[src/rtl/cell_sweep_pkg.sv]
// Shared types and constants for the standard-cell sweep driver.
// Truth tables are indexed by input vector, MSB = first listed pin.
package cell_sweep_pkg;

  typedef enum logic [1:0] {
    IDLE,
    APPLY,
    DONE
  } sweep_state_e;

  localparam int unsigned SETTLE_W = 8;

  localparam logic [15:0] OAI22_EXPECT = 16'h111F;
  localparam logic [15:0] AOI22_EXPECT = 16'h0777;
  localparam logic [3:0]  NAND2_EXPECT = 4'h7;
  localparam logic [3:0]  NOR2_EXPECT  = 4'h1;
  localparam logic [1:0]  INV_EXPECT   = 2'h1;

endpackage

[src/rtl/sweep_settle_timer.sv]
// Settle-time down-counter: loads SETTLE-1 and pulses expire_o on the
// last hold cycle of each vector, reloading itself for the next one.
module sweep_settle_timer
  import cell_sweep_pkg::*;
#(
  parameter int unsigned SETTLE = 10
) (
  input  logic clk,
  input  logic rst_n,
  input  logic load_i,
  input  logic en_i,
  output logic expire_o
);

  localparam logic [SETTLE_W-1:0] RELOAD = SETTLE_W'(SETTLE - 1);

  logic [SETTLE_W-1:0] cnt_q, cnt_d;

  always_comb begin
    expire_o = en_i && (cnt_q == '0);
    cnt_d    = cnt_q;
    if (load_i || expire_o) begin
      cnt_d = RELOAD;
    end else if (en_i) begin
      cnt_d = cnt_q - 1'b1;
    end
  end

  always_ff @(posedge clk or negedge rst_n) begin
    if (!rst_n) begin
      cnt_q <= '0;
    end else begin
      cnt_q <= cnt_d;
    end
  end

endmodule

[src/rtl/cell_sweep_driver.sv]
// Exhaustive ascending-vector sweep of an N-input cell with truth-table check.
// Optional build macro SWEEP_STOP_ON_FAIL_EN: end the sweep at the first mismatch.
module cell_sweep_driver
  import cell_sweep_pkg::*;
#(
  parameter int unsigned         N_IN   = 4,
  parameter int unsigned         SETTLE = 10,
  parameter logic [2**N_IN-1:0]  EXPECT = OAI22_EXPECT
) (
  input  logic            clk,
  input  logic            rst_n,
  input  logic            start,
  input  logic            resp_i,
  output logic [N_IN-1:0] vec_o,
  output logic            busy,
  output logic            done,
  output logic            pass,
  output logic [N_IN:0]   err_cnt,
  output logic            first_fail_vld,
  output logic [N_IN-1:0] first_fail_idx
);

  localparam logic [N_IN:0] ERR_MAX = {1'b1, {N_IN{1'b0}}};

  sweep_state_e    state_q, state_d;
  logic [N_IN-1:0] vec_q, vec_d;
  logic [N_IN:0]   err_q, err_d;
  logic            ffv_q, ffv_d;
  logic [N_IN-1:0] ffi_q, ffi_d;

  logic accept, expire, mismatch, last_vec, stop_hit, finish, applying;

  assign applying = (state_q == APPLY);
  assign accept   = start && !applying;
  // Case inequality so an unknown cell output is never mistaken for a match.
  assign mismatch = (resp_i !== EXPECT[vec_q]);
  assign last_vec = (vec_q == '1);
`ifdef SWEEP_STOP_ON_FAIL_EN
  assign stop_hit = mismatch;
`else
  assign stop_hit = 1'b0;
`endif
  assign finish   = expire && (last_vec || stop_hit);

  sweep_settle_timer #(.SETTLE(SETTLE)) u_timer (
    .clk      (clk),
    .rst_n    (rst_n),
    .load_i   (accept),
    .en_i     (applying),
    .expire_o (expire)
  );

  always_ff @(posedge clk or negedge rst_n) begin
    if (!rst_n) begin
      state_q <= IDLE;
    end else begin
      state_q <= state_d;
    end
  end

  always_comb begin
    state_d = state_q;
    case (state_q)
      IDLE, DONE: if (start) state_d = APPLY;
      APPLY:      if (finish) state_d = DONE;
      default:    state_d = IDLE;
    endcase
  end

  always_comb begin
    vec_o          = vec_q;
    busy           = applying;
    done           = (state_q == DONE);
    pass           = done && (err_q == '0);
    err_cnt        = err_q;
    first_fail_vld = ffv_q;
    first_fail_idx = ffi_q;
  end

  always_comb begin
    vec_d = vec_q;
    err_d = err_q;
    ffv_d = ffv_q;
    ffi_d = ffi_q;
    if (accept) begin
      vec_d = '0;
      err_d = '0;
      ffv_d = 1'b0;
      ffi_d = '0;
    end else if (expire) begin
      if (mismatch) begin
        if (err_q != ERR_MAX) err_d = err_q + 1'b1;
        if (!ffv_q) begin
          ffv_d = 1'b1;
          ffi_d = vec_q;
        end
      end
      vec_d = finish ? '0 : vec_q + 1'b1;
    end
  end

  always_ff @(posedge clk or negedge rst_n) begin
    if (!rst_n) begin
      vec_q <= '0;
      err_q <= '0;
      ffv_q <= 1'b0;
      ffi_q <= '0;
    end else begin
      vec_q <= vec_d;
      err_q <= err_d;
      ffv_q <= ffv_d;
      ffi_q <= ffi_d;
    end
  end

endmodule

[config.mk]
export PLATFORM = sky130hd
export DESIGN_NAME = cell_sweep_driver
export DESIGN_NICKNAME = d
export VERILOG_FILES = /design/src/rtl/cell_sweep_pkg.sv /design/src/rtl/sweep_settle_timer.sv /design/src/rtl/cell_sweep_driver.sv
export SDC_FILE = /design/constraint.sdc
export NUM_CORES = 1
export LEC_CHECK = 0
export CAP_MARGIN = 30
export CORE_UTILIZATION = 44
export DETAILED_ROUTE_END_ITERATION = 12
export PLACE_DENSITY = 0.71
export REMOVE_ABC_BUFFERS = 1
export SLEW_MARGIN = 20
export SYNTH_ARGS = -nofsm -noshare
export SYNTH_HDL_FRONTEND = slang
export SYNTH_SLANG_ARGS = --single-unit
[constraint.sdc]
create_clock -name clk -period 2.3 [get_ports clk]
set_input_delay 0.46 -clock clk [delete_from_list [all_inputs] [get_ports clk]]
set_output_delay 0.46 -clock clk [all_outputs]
set_load 0.02 [all_outputs]
==> results of run 1 <==
[layer usage]
metal  track usage  wire length, µm  share of wire  vias to the layer above
met3       0.02558              134          0.047                        2
met4       0.06429               23         0.0081                        0
met1        0.2968             1364           0.48                      549
met5             0                0              0                        -
li1              -                -              -                      538
met2        0.2995             1316           0.46                       30
[repair_timing]
item | CTS | global route
resized for setup | 1 | 2
hold buffers | 0 | 0
endpoints found under the setup margin | 1 | 7
[power by group]
group,total [mW],internal [mW],leakage [nW],switching (mW)
clock,0.180,0.0611,0.0138,0.119
combinational,0.583,0.277,0.378,0.305
sequential,0.631,0.523,0.317,0.108
[registers in the layout (all words and copies together), names as in the netlist]
signal	flops
u_timer.cnt_q	8
err_cnt	5
state_q	2
first_fail_idx	4
first_fail_vld	1
vec_o	4
[synthesized netlist by cell type, drive strengths merged, types with 2 or more instances]
master    n  area, µm²
nand2    19      71.32
mux2i     6      60.06
nor2      7      26.28
o31ai     5      37.54
nand3     7      35.03
nand4bb   2      22.52
inv      10      37.54
or4       6      45.04
xnor2     4      35.03
dfrtp    24      600.6
nor3      3      15.01
buf       2      10.01
nand2b    3      18.77
a21oi    10      50.05
o41ai     2      17.52
ha        5      62.56
or3       3      18.77
clkbuf    5      20.01
o21ai     4      20.02
nor4      2      12.51
[critical path: cells and delay by family, from the launching register on]
kind	cells	cell delay, ns
multiplexers	1	0.16
AND/OR/NAND/NOR	3	1.45
flip-flops	1	0.42
[kinds of logic (layout without fill, tap and decap cells)]
kind of cell,after synthesis,in the layout
and+or+nand+nor,54,54
AOI/OAI and AO/OA,26,26
DFF,24,24
buffers and inverters,17,42
muxes,6,6
adders and majority gates,5,5
xor gates and xnor gates,4,4
[final timing paths]
kind	to	slack, ns	cells past startpoint
worst min register to register	state_q[0]$_DFFE_PN0P_	0.53	1
worst max register to register	first_fail_idx[1]$_DFFE_PN0P_	0.17	4
worst max-delay path	first_fail_idx[1]$_DFFE_PN0P_	0.17	4
min in group clk	state_q[0]$_DFFE_PN0P_	0.53	1
worst min-delay path	state_q[1]$_DFFE_PN0P_	0.50	2
max in group asynchronous	u_timer.cnt_q[5]$_DFFE_PN0P_	1.57	2
[cell type report]
class                   count  area [µm²]  share of cell area
inverters                  10       37.54             0.02379
flip-flops and latches     24       600.6              0.3807
repair buffers             29       269.0              0.1705
clock buffers               3       22.52             0.01427
multi-input cells          95       609.3              0.3862
well taps                  31       38.79             0.02458
[stage by stage]
step                      total power [mW]  instance area [µm²]
after global placement               1.189                 1549
after floorplan                     0.9721                 1242
after global routing                 1.498                 1578
after CTS                            1.394                 1570
final                                1.394                 1578
after detailed placement             1.209                 1549
==> results.cfg, run 1 <==
[global_route]
grt_max_degree = 25
grtUsageTotal = 0.1986
antenna_found_initial = 0
overflow = 0
first_global_vias = 1057
grt_pass1_wl_um = 4974

[clock_tree]
cts_tree = done
ctsHtreeMaxLevel = 1
clockBufferDepth = 2
clk_latency_ns = 0.30
cts-root-buf = clkbuf_4
cts_setup_buffers = 0
numCtsBuffers = 3
clkSinkCount = 24
clkSlewWorstSetupHoldPaths_ns = 0.13

[yosys]
synth_seq_area_share = 0.4720
synth_fa_ha_area_frac = 0.04916
synth_seq_cells = 24
synth_top_family_by_area = simple AND/OR/NAND/NOR gates
synth_compound_area_frac = 0.1268
yosysWarningCount = 0
muxShareOfSynthArea = 0.04720
synth_cell_types = 28
synth_xor_area_frac = 0.02753
yosys.area_share.simple = 0.2242
synth-edff-count = 0
syn_area_um2 = 1272
synthCells = 136
synthArstFlopShare = 1.000
ys_dominant_reg_cell = dfrtp_1
avgSynthCellArea_um2 = 9.356

[floorplanning]
boundaryPins = 21
die_h_um = 55.78
coreArea_um2 = 2758
start_util = 0.4614
die_area_um2 = 3111
die_width_um = 55.78
num_rows = 19

[timing]
fmax_mhz = 468.8
slew_headroom = 0.6095
setup_viol = 0
slew_violations = 0
setup_tns_ns = 0
fin_ws_ns = 0.1668
hold_viol = 0
fin_crit_ns = 2.133
hold_ws_ns = 0.4951
fin_skew_ns = 0.004063
rsz0062_at_grt = no
worst_pin_slew_ns = 0.5779
min_period_over_period = 0.9275

[worst_setup_path]
crit_path_start_kind = flop
cp_max_fo = 9
crit_type = flop to flop
worst_r2r_startpoint = u_timer.cnt_q[5]$_DFFE_PN0P_
crit_path_start = u_timer.cnt_q[5]$_DFFE_PN0P_
crit_path_max_incr_delay_ns = 0.57
cpMaxStageDelayCell = or4_1
cp.required_ns = 2.50
path_cells = or4_1, or3_4, or3_1, mux2i_1
end_kind = flop
worstPathArrival_ns = 2.33

[layout]
nFillCells = 242
mostFrequentLayoutCells = 24 x dfrtp_1, 19 x nand2_1, 18 x clkdlybuf4s50_1
drive_gt1_frac = 0.08075
layoutNonFillerInstCount = 192
final_util = 0.5721
layout.nets = 172
layout_commonest_cell = dfrtp_1
diodes = 0
syn2layout_area_growth_pct = 23.99

[placement]
numPortBuffers = 20
place.gp.congestion = 0.8125
hpwlAfterDp_um = 2039
place_ws_ns = 0.1050
dp_cells = 189

[pwr]
leakage_nw = 0.7086
irDropWorstVdd_uv = 534.7
p_per_area_nw_per_um2 = 883.5

[detailed_routing]
drt_first_pass_iters = 4
num_vias = 1119
avgRoutedWirePerCell_um = 14.78
ant_nets = 0
drt_iter0_drc = 26
drt-total-wl_um = 2838
viasPerCell = 5.828
drc = 0

[status]
status = finished clean

[worst_hold_path]
holdCritPathClass = input port to asynchronous set/reset pin

[job]
max-cap-violations = 0
Power figures use the tool's default switching activity.
==> inputs of run 2 (changes only) <==
Settings changed: CORE_UTILIZATION 44 to 40, PLACE_DENSITY 0.71 to 0.65, SKIP_CTS_REPAIR_TIMING from default to 1, SLEW_MARGIN 20 to 0.
==> run 2 against run 1 <==
  * Sequential power decreased by 0.8%
  * Worst setup slack got worse by 0.010 ns
  * Core utilization shrank 4.4 points
  * Largest power group unchanged
  * Clock-buffer cell count is the same
  * Combinational power down 1%
  * Critical path depth is the same
  * Critical endpoint is now first_fail_idx[3]$_DFFE_PN0P_
  * Clock power is essentially flat
==> results.cfg, run 2 (synthesized netlist as in run 1, its figures left out) <==
[detailed_routing]
drt_iter0_drc = 24
avgRoutedWirePerCell_um = 13.88
ant_nets = 0
drt_first_pass_iters = 4
num_vias = 1074
drc = 0
viasPerCell = 5.239
drt-total-wl_um = 2845

[layout]
diodes = 0
final_cell_area_um2 = 1598
layoutNonFillerInstCount = 205
regArea_um2 = 600.6
top_register = u_timer.cnt_q
drive_gt1_frac = 0.08075
layout.nets = 172
layout_commonest_cell = dfrtp_1
multiInputGateArea_um2 = 609.3
syn2layout_area_growth_pct = 25.57
final_util = 0.5277
nFillCells = 270
largest_reg_flops = 8
mostFrequentLayoutCells = 24 x dfrtp_1, 19 x nand2_1, 18 x clkdlybuf4s50_1

[timing]
fin_crit_ns = 2.144
setup_viol = 0
worst_pin_slew_ns = 0.6443
fin_skew_ns = 0.007459
setup_tns_ns = 0
rsz0062_at_grt = no
slew_headroom = 0.5646
slew_violations = 0
fmax_mhz = 466.5
min_period_over_period = 0.9320
hold_viol = 0

[worst_setup_path]
crit_path_start_kind = flop
cpMaxStageDelayCell = or4_1
cp.required_ns = 2.49
rr_endpoint = first_fail_idx[3]$_DFFE_PN0P_
worst_r2r_startpoint = u_timer.cnt_q[5]$_DFFE_PN0P_
crit_path_max_incr_delay_ns = 0.56
crit_type = flop to flop
worstPathArrival_ns = 2.34
crit_end = first_fail_idx[3]$_DFFE_PN0P_
r2r_slack_ns = 0.16
path_cells = or4_1, or3_4, or3_1, mux2i_1
cp_max_fo = 11
crit_path_start = u_timer.cnt_q[5]$_DFFE_PN0P_
r2r_cells = 4
end_kind = flop

[job]
max-cap-violations = 0

[floorplanning]
die_area_um2 = 3411
boundaryPins = 21
die_h_um = 58.40
start_util = 0.4202
die_width_um = 58.40
coreArea_um2 = 3028
num_rows = 20

[pwr]
total_power_mw = 1.381
irDropWorstVdd_uv = 373.0
p_per_area_nw_per_um2 = 864.6
leakage_nw = 0.7237

[clock_tree]
cts-root-buf = clkbuf_4
clkSlewWorstSetupHoldPaths_ns = 0.13
ctsHtreeMaxLevel = 1
numCtsBuffers = 3
clockBufferDepth = 2
cts_tree = done
clk_latency_ns = 0.31
clkSinkCount = 24

[global_route]
first_global_vias = 1068
grt_max_degree = 25
grtUsageTotal = 0.1881
grt_pass1_wl_um = 4899
overflow = 0
antenna_found_initial = 0

[placement]
place.gp.congestion = 0.8074
dp_cells = 202
hpwlAfterDp_um = 2052
numPortBuffers = 20
place_area_um2 = 1565

[worst_hold_path]
holdCritPathClass = input port to asynchronous set/reset pin

[status]
status = finished clean
## run 2: worst max-delay path, delay by kind of cell (launching register included)
kind             cells  cell delay [ns]
flip-flops           1             0.42
multiplexers         1             0.16
AND/OR/NAND/NOR      3             1.45
## run 2: worst min path at each step
stage	start	to	slack [ns]	cells after the start
2_1_floorplan	rst_n	err_cnt[0]$_DFFE_PN0P_	0.16	0
3_3_place_gp	state_q[0]$_DFFE_PN0P_	state_q[0]$_DFFE_PN0P_	0.50	1
3_5_place_dp	state_q[0]$_DFFE_PN0P_	state_q[0]$_DFFE_PN0P_	0.50	1
4_1_cts	rst_n	u_timer.cnt_q[7]$_DFFE_PN0P_	0.51	2
5_1_grt	rst_n	u_timer.cnt_q[1]$_DFFE_PN0P_	0.51	2
6_report	rst_n	u_timer.cnt_q[7]$_DFFE_PN0P_	0.50	2
## run 2: final cells by class
cell class                 instances  share of cell area
timing repair buffer              29              0.1707
sequential                        24              0.3759
inverter                          10             0.02349
tap                               44             0.03446
multi-input combinational         95              0.3814
clock buffer                       3             0.01410
## run 2: routing by layer
layer	wire, µm	global-route usage
met5	0	0
met4	39	0.08163
met3	80	0.01978
met2	1377	0.3120
met1	1347	0.2504
## run 2: per-stage QoR
| step | setup slack [ns] | hold slack [ns] |
|---|---|---|
| floorplan | 0.08634 | 0.1644 |
| global placement | 0.1257 | 0.4951 |
| detailed placement | 0.07827 | 0.5025 |
| CTS | -0.1124 | 0.5059 |
| global route | 0.05394 | 0.5063 |
| finish | 0.1564 | 0.4992 |
## run 2: report_power, final
part | total, mW | internal, mW | switching (mW)
logic | 0.575 | 0.276 | 0.299
registers | 0.626 | 0.523 | 0.102
clock network | 0.180 | 0.0611 | 0.119
total | 1.38 | 0.860 | 0.521
